### config.mk
export PLATFORM = sky130hd
export DESIGN_NAME = uart_tx_frame_controller
export DESIGN_NICKNAME = d
export VERILOG_FILES = /design/src/rtl/uart_tx_frame_controller.sv
export SDC_FILE = /design/constraint.sdc
export NUM_CORES = 1
export LEC_CHECK = 0
export BUFFER_PORTS_ARGS = -buffer_cell sky130_fd_sc_hd__buf_2
export CAP_MARGIN = 20
export CORE_MARGIN = 1
export CORE_UTILIZATION = 30
export DETAILED_ROUTE_END_ITERATION = 7
export HOLD_SLACK_MARGIN = 0.1
export PLACE_DENSITY = 0.46
export SETUP_SLACK_MARGIN = 0.4
export SYNTH_ARGS = -nofsm -noshare
export SYNTH_HDL_FRONTEND = slang
export SYNTH_SLANG_ARGS = --single-unit
### constraint.sdc
create_clock -name clk -period 3.6 [get_ports clk]
set_input_delay 0.72 -clock clk [delete_from_list [all_inputs] [get_ports clk]]
set_output_delay 0.72 -clock clk [all_outputs]
set_load 0.05 [all_outputs]
### src/rtl/uart_tx_frame_controller.sv
// UART transmit frame sequencer with oversample tick generator and run-time config; `UART_TX_BREAK_EN adds break generation.
// Latency: start bit appears the cycle after the txValid/txReady handshake; frameDone marks the last stop-bit cycle.
// Backpressure: txReady is high only in IDLE, holding off the next word until the frame ends (min 1 clk idle gap).
module uart_tx_frame_controller #(
    parameter int                       DATA_WIDTH      = 8,
    parameter int                       DIVISOR_WIDTH   = 16,
    parameter logic [DIVISOR_WIDTH-1:0] DEFAULT_DIVISOR = 16'd326
) (
    input  logic                     clk,
    input  logic                     reset,
    input  logic                     cfgLoad,
    input  logic [DIVISOR_WIDTH-1:0] cfgDivisor,
    input  logic [4:0]               cfgOverSampling,
    input  logic [3:0]               cfgDataBits,
    input  logic                     cfgParityEnable,
    input  logic                     cfgParityType,
    input  logic [1:0]               cfgStopBits,
    input  logic [DATA_WIDTH-1:0]    txData,
    input  logic                     txValid,
`ifdef UART_TX_BREAK_EN
    input  logic                     breakReq,
`endif
    output logic                     txReady,
    output logic                     tx,
    output logic                     busy,
    output logic                     frameDone,
    output logic                     cfgError
);

    localparam int IDX_W = (DATA_WIDTH > 1) ? $clog2(DATA_WIDTH) : 1;

`ifdef UART_TX_BREAK_EN
    typedef enum logic [2:0] {IDLE, START, DATA, PARITY, STOP, BRK, MAB} state_t;
`else
    typedef enum logic [2:0] {IDLE, START, DATA, PARITY, STOP} state_t;
`endif

    state_t                   state_q, state_d;
    logic [DIVISOR_WIDTH-1:0] divisor_q, tick_q;
    logic [4:0]               os_q, samp_q;
    logic [3:0]               data_bits_q, bit_idx_q;
    logic                     par_en_q, par_type_q;
    logic [1:0]               stop_q;
    logic                     stop_cnt_q;
    logic [DATA_WIDTH-1:0]    data_q, data_mask;
    logic                     rdy_en_q, cfg_error_q;
    logic                     brk_req, hs, os_tick, bit_end, last_data, last_stop, counting;
    logic                     cfg_ok, cfg_accept, tx_bit, frame_done;

`ifdef UART_TX_BREAK_EN
    assign brk_req  = breakReq;
    assign counting = (state_q != IDLE) && (state_q != BRK);
`else
    assign brk_req  = 1'b0;
    assign counting = (state_q != IDLE);
`endif

    // rdy_en_q keeps txReady low while reset is asserted even though the FSM sits in IDLE
    assign txReady   = (state_q == IDLE) && rdy_en_q && !brk_req;
    assign hs        = txValid && txReady;
    assign busy      = (state_q != IDLE);
    assign tx        = tx_bit;
    assign frameDone = frame_done;
    assign cfgError  = cfg_error_q;

    assign os_tick   = (tick_q == divisor_q - DIVISOR_WIDTH'(1));
    assign bit_end   = os_tick && (samp_q == os_q - 5'd1);
    assign last_data = (bit_idx_q == data_bits_q - 4'd1);
    assign last_stop = (stop_q == 2'd1) || stop_cnt_q;

    assign cfg_ok = (cfgDivisor != '0)
                 && ((cfgOverSampling == 5'd13) || (cfgOverSampling == 5'd16))
                 && (cfgDataBits >= 4'd5) && (cfgDataBits <= 4'd8)
                 && ((cfgStopBits == 2'd1) || (cfgStopBits == 2'd2));
    assign cfg_accept = cfgLoad && (state_q == IDLE) && !hs && !brk_req && cfg_ok;

    // Unused high data bits are zeroed at capture so parity is a plain reduction XOR
    always_comb begin
        data_mask = '0;
        for (int i = 0; i < DATA_WIDTH; i++)
            data_mask[i] = (i < int'(data_bits_q));
    end

    always_comb begin
        state_d    = state_q;
        tx_bit     = 1'b1;
        frame_done = 1'b0;
        case (state_q)
            IDLE: begin
                if (hs)
                    state_d = START;
`ifdef UART_TX_BREAK_EN
                else if (breakReq && rdy_en_q)
                    state_d = BRK;
`endif
            end
            START: begin
                tx_bit = 1'b0;
                if (bit_end)
                    state_d = DATA;
            end
            DATA: begin
                tx_bit = data_q[bit_idx_q[IDX_W-1:0]];
                if (bit_end && last_data)
                    state_d = par_en_q ? PARITY : STOP;
            end
            PARITY: begin
                tx_bit = (^data_q) ^ par_type_q;
                if (bit_end)
                    state_d = STOP;
            end
            STOP: begin
                if (bit_end && last_stop) begin
                    frame_done = 1'b1;
                    state_d    = IDLE;
                end
            end
`ifdef UART_TX_BREAK_EN
            BRK: begin
                tx_bit = 1'b0;
                if (!breakReq)
                    state_d = MAB;
            end
            MAB: begin
                if (bit_end)
                    state_d = IDLE;
            end
`endif
            default: state_d = IDLE;
        endcase
    end

    always_ff @(posedge clk or negedge reset) begin
        if (!reset)
            state_q <= IDLE;
        else
            state_q <= state_d;
    end

    always_ff @(posedge clk or negedge reset) begin
        if (!reset) begin
            tick_q     <= '0;
            samp_q     <= '0;
            bit_idx_q  <= '0;
            stop_cnt_q <= 1'b0;
            data_q     <= '0;
            rdy_en_q   <= 1'b0;
        end else begin
            rdy_en_q <= 1'b1;
            if (hs || !counting) begin
                tick_q <= '0;
                samp_q <= '0;
            end else begin
                tick_q <= os_tick ? '0 : tick_q + DIVISOR_WIDTH'(1);
                if (bit_end)
                    samp_q <= '0;
                else if (os_tick)
                    samp_q <= samp_q + 5'd1;
            end
            if (hs) begin
                data_q     <= txData & data_mask;
                bit_idx_q  <= '0;
                stop_cnt_q <= 1'b0;
            end else if (bit_end) begin
                if (state_q == DATA)
                    bit_idx_q <= last_data ? '0 : bit_idx_q + 4'd1;
                if (state_q == STOP)
                    stop_cnt_q <= !last_stop;
            end
        end
    end

    always_ff @(posedge clk or negedge reset) begin
        if (!reset) begin
            divisor_q   <= DEFAULT_DIVISOR;
            os_q        <= 5'd16;
            data_bits_q <= 4'd8;
            par_en_q    <= 1'b1;
            par_type_q  <= 1'b0;
            stop_q      <= 2'd1;
            cfg_error_q <= 1'b0;
        end else begin
            cfg_error_q <= cfgLoad && !cfg_accept;
            if (cfg_accept) begin
                divisor_q   <= cfgDivisor;
                os_q        <= cfgOverSampling;
                data_bits_q <= cfgDataBits;
                par_en_q    <= cfgParityEnable;
                par_type_q  <= cfgParityType;
                stop_q      <= cfgStopBits;
            end
        end
    end

endmodule

==> out/summary.txt <==
Status: complete, no violations
Avg WL per Cell: 15.22 µm
Initial antenna violation count: 0
Crit path kind: reg2out
Syn Inst Count: 416
DRT Pass-1 Iters: 4
GRT Util Overall: 14.99%
Die width: 120.0 µm
GP Congestion: 0.8148
Peak supply drop: 0.1696 mV
Area of the multi-input gates: 2406 µm²
Max-cap violations: 0
ANT nets after route: 0
Syn nets: 466
Worst Setup End Kind: primary output
Pin count of the biggest net entering global routing: 37
Clock buffer depth: 2
IO Port Bufs: 45
Ys async rst share: 100.0%
TritonCTS clock tree: built
H-tree depth: 3
Die Ht: 120.0 µm
Final #Nets: 524
Vias: 3243
Final hold violation count: 0
Combinational power share: 13.3%
CTS Buf Count: 9
Clock sink total: 68
P_int: 0.001473 W
Switching share of total power: 26.67%
# setup viols final: 0
Total Power: 0.002008 W
Startpoint Class: flip-flop
Detailed Route Iter0 Violations: 149
Number of global-route vias before repair: 3270
Main synth FF type: dfrtp_1
Layout cells sized above 1: 30.90%
Worst Path Required: 2880 ps
Inserted Diodes: 0
Core Region: 13400 µm²
Slew Limit Headroom: 42.69%
Post-synth cell types: 60
Root Driver: clkbuf_16
# fillers: 1376
Actual slew at the worst max-slew pin: 851.8 ps
Min Tclk post-route: 3314 ps
Ys Warns: 0
Hold Path Class: in2async
Post-Syn Area: 4177 µm²
First-pass GRT wire length: 16720 µm
Psw: 0.0005355 W
Clk_lat worst skew: 340 ps
Period utilisation layout: 92.06%
Clock transition at path regs: 60 ps
Clock skew: 6.250 ps
Slew Viols, Final: 0
Post-route DRC: 0
Synth Register Bits: 68
Seq pwr share: 44.6%
FP Rows: 42
FMAX: 301.7 MHz
RSZ-0062 raised after global routing: true
Crit Path Max Fanout: 4
Clock power frac: 42.1%
Leak: 2.296 nW
Post-synth EDFFs: 0
Total Wirelength: 9968 µm
Area grow syn2layout: 21.42%
GR Overflow Total: 0
IO Pins: 46
Vias per cell: 4.951
Die footprint: 14400 µm²
Setup TNS: 0 ps
Sequential area share after synthesis: 40.98%
Pwr per Cell Area: 396.0 nW/µm²
Arrival @ worst endpoint: 2590 ps
Starting density of the core: 31.17%
Mean Syn Cell Area: 10.04 µm²
FF/Latch Area: 1715 µm²
Hpwl dp: 7320 µm
[worst max-delay path, stage by stage, from the launching register on]
cell      delay (ps)
dfrtp_2          430
inv_2             70
ha_4             150
nand2b_4          50
or3b_1           390
a211oi_2         170
and4b_1          230
nand3_2           90
or2_4            280
nor3_4           210
buf_6            180
[layout make-up]
cell class | instances | area share [%]
multi-input cells | 316 | 47.45
flip-flops and latches | 68 | 33.83
repair buffers | 65 | 7.772
clock buffers | 15 | 5.477
well taps | 176 | 4.342
inverters | 14 | 1.036
clock inverters | 1 | 0.09869
[layer usage]
layer  global-route usage [%]  routed length [µm]
met5                        0                   0
met4                    5.781                 115
met3                    3.755                 354
met2                    22.63                4405
met1                    20.45                5093
[cells in the mapped netlist (5+ instances only)]
master / instances / area share (%)
dfstp_2: 8 / 5.0
ha_1: 9 / 2.7
buf_2: 5 / 0.60
nand3_1: 9 / 1.1
xnor2_1: 27 / 5.7
nor4_1: 8 / 1.2
dfrtp_1: 60 / 36
nand4_1: 13 / 1.9
a31oi_1: 5 / 0.75
o21ai_0: 19 / 2.3
mux2_2: 26 / 7.0
clkbuf_1: 8 / 0.72
a21oi_1: 13 / 1.6
nand3b_1: 5 / 0.90
nor3_1: 7 / 0.84
a21o_1: 7 / 1.3
and2_1: 5 / 0.75
nor2_1: 36 / 3.2
nand2b_1: 5 / 0.75
inv_1: 14 / 1.3
nand2_1: 32 / 2.9
xor2_1: 25 / 5.2
[metrics by stage]
step	instances	setup slack [ps]	utilization (%)	instance area (µm²)	hold WS, ps
floorplan	416	407.1	-	4188	424.4
global placement	627	405.4	34.34	4602	498.4
detailed placement	627	327.2	34.34	4602	505.3
CTS	653	303.2	37.52	5027	500.7
global route	655	187.5	37.84	5071	532.1
finish	655	286.0	37.84	5071	470.0
[cells by family (layout without fill, tap and decap cells)]
kind of cell	after synthesis	count (layout)	share of synthesized area, %
other	1	1	0.08979
buffers and inverters	32	95	3.745
and+or+nand+nor	151	151	20.46
AOI/OAI and AO/OA	72	72	12.31
xor gates and xnor gates	52	52	10.90
adders and majority gates	9	9	2.696
muxes	31	31	8.808
DFF	68	68	40.98
[power groups by stage]
stage	clock network [W]	registers [W]	logic, W
2_1_floorplan	0	0.000877	0.000191
3_3_place_gp	0	0.000908	0.000253
3_5_place_dp	0	0.000907	0.000256
4_1_cts	0.000870	0.000895	0.000262
5_1_grt	0.000908	0.000903	0.000303
6_report	0.000846	0.000895	0.000267
[flip-flops by register name (all words and copies together) (netlist names)]
register     flops
tick_q          16
rdy_en_q         1
stop_cnt_q       1
os_q             5
divisor_q       16
cfgError         1
par_en_q         1
state_q          3
samp_q           5
par_type_q       1
data_q           8
data_bits_q      4
bit_idx_q        4
stop_q           2
[layout by cell type (no fill, tap or decap), types with 13 or more instances in the layout]
cell type / count
buf_2: 44
dfrtp_1: 57
nand4_1: 13
mux2_2: 26
buf_4: 19
xor2_1: 25
xnor2_1: 27
o21ai_0: 18
nor2_1: 36
nand2_1: 32
[path summary, 6_finish.rpt]
path / to / cells past startpoint / startpoint / slack [ps]
max in group asynchronous: stop_q[0] / 2 / reset / 2400
worst min-delay path: tick_q[2] / 1 / reset / 470
worst max-delay path: frameDone / 10 / divisor_q[0] / 290
worst max register to register: state_q[0] / 12 / divisor_q[1] / 840
min in group clk: stop_q[1] / 1 / stop_q[1] / 520
worst min register to register: stop_q[1] / 1 / stop_q[1] / 520
[repair_timing]
item                       4_1_cts  5_1_grt
setup endpoints to repair        1        1
pin swaps                       12       10
setup buffers                   10        2
hold buffers                     0        0
gates resized for setup         18        6
No activity file was read; power rests on OpenSTA's default activity.
